**src/rtl/regfile_pkg.sv**
```systemverilog
// Shared defaults for the register file with scoreboard.
package regfile_pkg;

  localparam int DEFAULT_DATA_WIDTH = 32;
  localparam int DEFAULT_ADDR_WIDTH = 5;

  typedef logic [DEFAULT_ADDR_WIDTH-1:0] reg_addr_t;
  typedef logic [DEFAULT_DATA_WIDTH-1:0] reg_data_t;

endpackage

```
**src/rtl/regfile_scoreboard.sv**
```systemverilog
// Busy-bit scoreboard: issue reserves a destination, writeback releases it.
module regfile_scoreboard
  import regfile_pkg::*;
#(
  parameter int ADDR_WIDTH = DEFAULT_ADDR_WIDTH,
  parameter int ZERO_REG   = 1
) (
  input  logic                  clk,
  input  logic                  reset,
  input  logic                  issue_valid,
  input  logic [ADDR_WIDTH-1:0] issue_rd,
  input  logic                  regwrite,
  input  logic [ADDR_WIDTH-1:0] writereg,
  input  logic [ADDR_WIDTH-1:0] readreg1,
  input  logic [ADDR_WIDTH-1:0] readreg2,
  output logic                  rs1_busy,
  output logic                  rs2_busy
);

  localparam int DEPTH = 1 << ADDR_WIDTH;

  logic [DEPTH-1:0] busy;
  logic [DEPTH-1:0] busy_next;
  logic             issue_allowed;

  assign issue_allowed = issue_valid && !((ZERO_REG != 0) && (issue_rd == '0));

  // Issue is applied after the clear so a same-register collision stays reserved.
  always_comb begin
    busy_next = busy;
    if (regwrite) busy_next[writereg] = 1'b0;
    if (issue_allowed) busy_next[issue_rd] = 1'b1;
  end

  always_ff @(posedge clk or negedge reset) begin
    if (!reset) busy <= '0;
    else        busy <= busy_next;
  end

  assign rs1_busy = busy[readreg1] && !(regwrite && (writereg == readreg1));
  assign rs2_busy = busy[readreg2] && !(regwrite && (writereg == readreg2));

endmodule

```
**src/rtl/regfile_sb.sv**
```systemverilog
// Two-read, one-write register file with write bypass and a busy scoreboard.
module regfile_sb
  import regfile_pkg::*;
#(
  parameter int DATA_WIDTH = DEFAULT_DATA_WIDTH,
  parameter int ADDR_WIDTH = DEFAULT_ADDR_WIDTH,
  parameter int ZERO_REG   = 1
) (
  input  logic                  clk,
  input  logic                  reset,
  input  logic [ADDR_WIDTH-1:0] readreg1,
  input  logic [ADDR_WIDTH-1:0] readreg2,
  output logic [DATA_WIDTH-1:0] readdata1,
  output logic [DATA_WIDTH-1:0] readdata2,
  input  logic                  regwrite,
  input  logic [ADDR_WIDTH-1:0] writereg,
  input  logic [DATA_WIDTH-1:0] writedata,
  input  logic                  issue_valid,
  input  logic [ADDR_WIDTH-1:0] issue_rd,
  output logic                  rs1_busy,
  output logic                  rs2_busy
);

  localparam int DEPTH = 1 << ADDR_WIDTH;

  logic [DATA_WIDTH-1:0] regs [DEPTH];
  logic                  write_en;

  assign write_en = regwrite && !((ZERO_REG != 0) && (writereg == '0));

  always_ff @(posedge clk or negedge reset) begin
    if (!reset) begin
      for (int i = 0; i < DEPTH; i++) regs[i] <= '0;
    end else if (write_en) begin
      regs[writereg] <= writedata;
    end
  end

  // A hard-wired zero register wins over the bypass path.
  always_comb begin
    readdata1 = regs[readreg1];
    if ((ZERO_REG != 0) && (readreg1 == '0))        readdata1 = '0;
    else if (regwrite && (writereg == readreg1))    readdata1 = writedata;
  end

  always_comb begin
    readdata2 = regs[readreg2];
    if ((ZERO_REG != 0) && (readreg2 == '0))        readdata2 = '0;
    else if (regwrite && (writereg == readreg2))    readdata2 = writedata;
  end

  regfile_scoreboard #(
    .ADDR_WIDTH (ADDR_WIDTH),
    .ZERO_REG   (ZERO_REG)
  ) u_scoreboard (
    .clk         (clk),
    .reset       (reset),
    .issue_valid (issue_valid),
    .issue_rd    (issue_rd),
    .regwrite    (regwrite),
    .writereg    (writereg),
    .readreg1    (readreg1),
    .readreg2    (readreg2),
    .rs1_busy    (rs1_busy),
    .rs2_busy    (rs2_busy)
  );

endmodule

```
**config.mk**
```make
export PLATFORM = sky130hd
export DESIGN_NAME = regfile_sb
export DESIGN_NICKNAME = d
export VERILOG_FILES = /design/src/rtl/regfile_pkg.sv /design/src/rtl/regfile_scoreboard.sv /design/src/rtl/regfile_sb.sv
export SDC_FILE = /design/constraint.sdc
export NUM_CORES = 2
export LEC_CHECK = 0
export CORE_UTILIZATION = 61
export DETAILED_ROUTE_END_ITERATION = 8
export PLACE_DENSITY = 0.77
export SYNTH_ARGS = -nofsm -noshare
export SYNTH_HDL_FRONTEND = slang
export SYNTH_SLANG_ARGS = --single-unit
export TNS_END_PERCENT = 30
```
**constraint.sdc**
```tcl
create_clock -name clk -period 7.2 [get_ports clk]
set_input_delay 1.8 -clock clk [delete_from_list [all_inputs] [get_ports clk]]
set_output_delay 1.8 -clock clk [all_outputs]
set_load 0.01 [all_outputs]
```
==> results_dict.tcl <==
set metrics [dict create \
    synthCells 3965 \
    drt-initial-drc-count 5738 \
    crit_family "buffers and inverters" \
    routed_wl_microns 191000 \
    path_buf_inv 3 \
    p_leak_nw 27.4 \
    core_area_sq_mm 0.0922 \
    synth_nets 4021 \
    dr.pass1.iters 6 \
    max_cap_viol_count 0 \
    start_util_pct 62.0 \
    synthFlopType "dfrtp_1" \
    wl_per_cell_microns 36.1 \
    antenna_left 0 \
    holdCritPathClass "reg -> reg" \
    synth_adder_area_share_pct 0 \
    num_vias 40000 \
    grt_pass1_vias 40000 \
    synth_compound_area_share_pct 6.96 \
    min_period_over_period_pct 96.3 \
    vdd_ir_drop_max_uv 217 \
    yosys_warnings 0 \
    mappedNetlistArea_sq_mm 0.0572 \
    syn_area_per_cell_sq_um 14.4 \
    dp_hpwl_microns 116000 \
    cts_root_buf "clkbuf_16" \
    fin_setup_tns_ns 0 \
    antenna_found_initial 9 \
    yosys-top-cells-area "dfrtp_1 (46%), mux2_2 (20%), mux4_2 (16%)" \
    cts_resized 0 \
    path_cells "clkdlybuf4s50_1 -> xor2_1 -> nor4_1 -> and3_1 -> buf_12 -> nor3_2 -> a221o_1 -> clkdlybuf4s50_1" \
    nFillCells 6396 \
    synth_common_cells "dfrtp_1 (1,056), mux2_2 (1,016), mux4_2 (401)" \
    synth-seq-cells 1056 \
    max_slew_margin_pct 9.80 \
    portBuffers 121 \
    dp_slack_ns 0.446 \
    worstSetupEndpointType "output port" \
    cts_buffers 111 \
    crit_type "in -> out" \
    power.density_mw_per_mm2 277 \
    synthXorXnorAreaFrac_pct 0.153 \
    holdBufCountCts 0 \
    grt_pass1_wl_microns 278000 \
    tightest_slew_ns 1.35 \
    clock_sinks 1056 \
    synth_top_family_by_area "multiplexers" \
    layout_min_cycle_time_ns 6.94 \
    outcome "complete, no violations" \
    synthMuxAreaShare_pct 40.5 \
    setup_violations 0 \
    yosys.area_share.simple_pct 2.01 \
    finalClockSkew_ns 0 \
    synth.most_common_cell "dfrtp_1" \
    worstSetupStartpointType "input port" \
    worst_ep_required_time_ns 5.40 \
    synth-async-reset-ratio_pct 100 \
    drive_above_1_share_pct 46.2 \
    cpMostUsedCell "clkdlybuf4s50_1" \
    cts_tree "yes" \
    die_h_microns 308 \
    grt.total_usage_pct 40.8 \
    clk_path_buf_depth 3 \
    cp.arrival_ns 5.14 \
    netlist.area_leader.share_pct 46.2 \
    cp_slowest_cell "nor3_2" \
    gp_congestion 0.946 \
    fmax_mhz 144 \
    worstPathMaxFanout 18 \
    viasPerCell 7.58 \
    clk_pin_slew_ns 0.06 \
    drv_slew 0 \
    drc 0 \
    nets 4015 \
    hold_violations 0 \
    cts_setup_buffers 0 \
    area_delta_synth_final_pct 10.7 \
    htree_levels 3 \
    die-area_sq_mm 0.0949 \
    rows 111 \
    layout_setup_ws_ns 0.265 \
    grt_max_degree 171 \
    critPathMaxStageDelay_ns 0.86 \
    gr-total-overflow 0 \
    synth_cell_types 70 \
    reg2reg_slack_ns 6.37 \
    boundaryPins 122 \
    synth_top_area_cell "dfrtp_1" \
    rsz0062_at_grt "false" \
    insertion_delay_ns 0.72 \
    synth_edf_count 0 \
    synth_seq_area_share_pct 46.2 \
    die_w_microns 308 \
]
==> per-layer routing <==
| layer | vias up | track usage, % | routed length, microns |
|---|---|---|---|
| met5 | - | 0 | 92 |
| met4 | 14 | 22.3 | 11900 |
| met3 | 673 | 12.7 | 25000 |
| met2 | 2889 | 57.7 | 82400 |
| met1 | 21100 | 56.5 | 71200 |
| li1 | 15400 | - | - |
==> area by class of cell <==
cell class / instances / area (sq um) / area share (%)
Timing Repair Buffer: 323 / 3080 / 4.87
Antenna cell: 1 / 2.50 / 0.00395
Tap cell: 1243 / 1560 / 2.46
Clock buffer: 166 / 3310 / 5.23
Multi-Input combinational cell: 2460 / 28600 / 45.1
Inverter: 7 / 26.3 / 0.0415
Clock inverter: 29 / 343 / 0.542
Sequential cell: 1056 / 26400 / 41.7
==> flip-flops by register name, indices dropped and copies added (netlist names) <==
name	cells
u_scoreboard.busy	32
regs	1024
==> final timing paths <==
kind                                   from            to  cells past startpoint
min in group asynchronous             reset     regs[825]                      1
worst min register to register   regs[1002]    regs[1002]                      0
worst max register to register    regs[630]     regs[630]                      1
worst max-delay path            writereg[4]  readdata2[5]                      8
max in group asynchronous             reset     regs[461]                      2
worst min-delay path             regs[1002]    regs[1002]                      0
==> power by group <==
| part | switching (W) | total (W) | internal [W] |
|---|---|---|---|
| sequential | 0.000869 | 0.00794 | 0.00707 |
| clock | 0.00244 | 0.00584 | 0.00340 |
| combinational | 0.00160 | 0.00376 | 0.00216 |
==> logic make-up (layout without fill, tap and decap cells) <==
family,count (synthesis),count (layout)
xor gates and xnor gates,10,10
AOI/OAI and AO/OA,557,557
and+or+nand+nor,228,228
other,0,1
muxes,1665,1665
buffers and inverters,449,525
DFF,1056,1056
==> stage by stage <==
step / hold WS [ns] / cells / power (W) / utilization [%] / instance area (sq um)
global route: 0.407 / 5284 / 0.0181 / 68.6 / 63300
finish: 0.395 / 5285 / 0.0175 / 68.6 / 63300
detailed placement: 0.381 / 5089 / 0.0117 / 64.7 / 59600
global placement: 0.376 / 5089 / 0.0115 / 64.7 / 59600
CTS: 0.395 / 5284 / 0.0174 / 68.6 / 63300
floorplan: 0.438 / 3965 / 0.0104 / - / 57200
==> placed cells by master (no fill, tap or decap), types with 11 or more instances in the layout <==
cell type        count
a22oi_1             80
nor2b_1             18
nand2_2             17
nand3_1             17
a211oi_1            36
o21ai_0             93
clkbuf_8            28
a221oi_1            43
clkdlybuf4s50_1    110
o22a_1              18
mux4_2             401
buf_12              28
clkinv_2            18
mux4_1              11
buf_4              174
o221a_1             11
clkbuf_1            26
o22ai_1             69
o211ai_1            39
a21oi_1             51
a221o_1             17
nor3_1              19
nand2_1             45
nor2_1              36
nor2_4              16
o21ai_1             27
a22o_1              20
clkbuf_16          114
mux2_2            1016
dfrtp_1           1056
mux2i_1            227
Power figures use the tool's default switching activity.
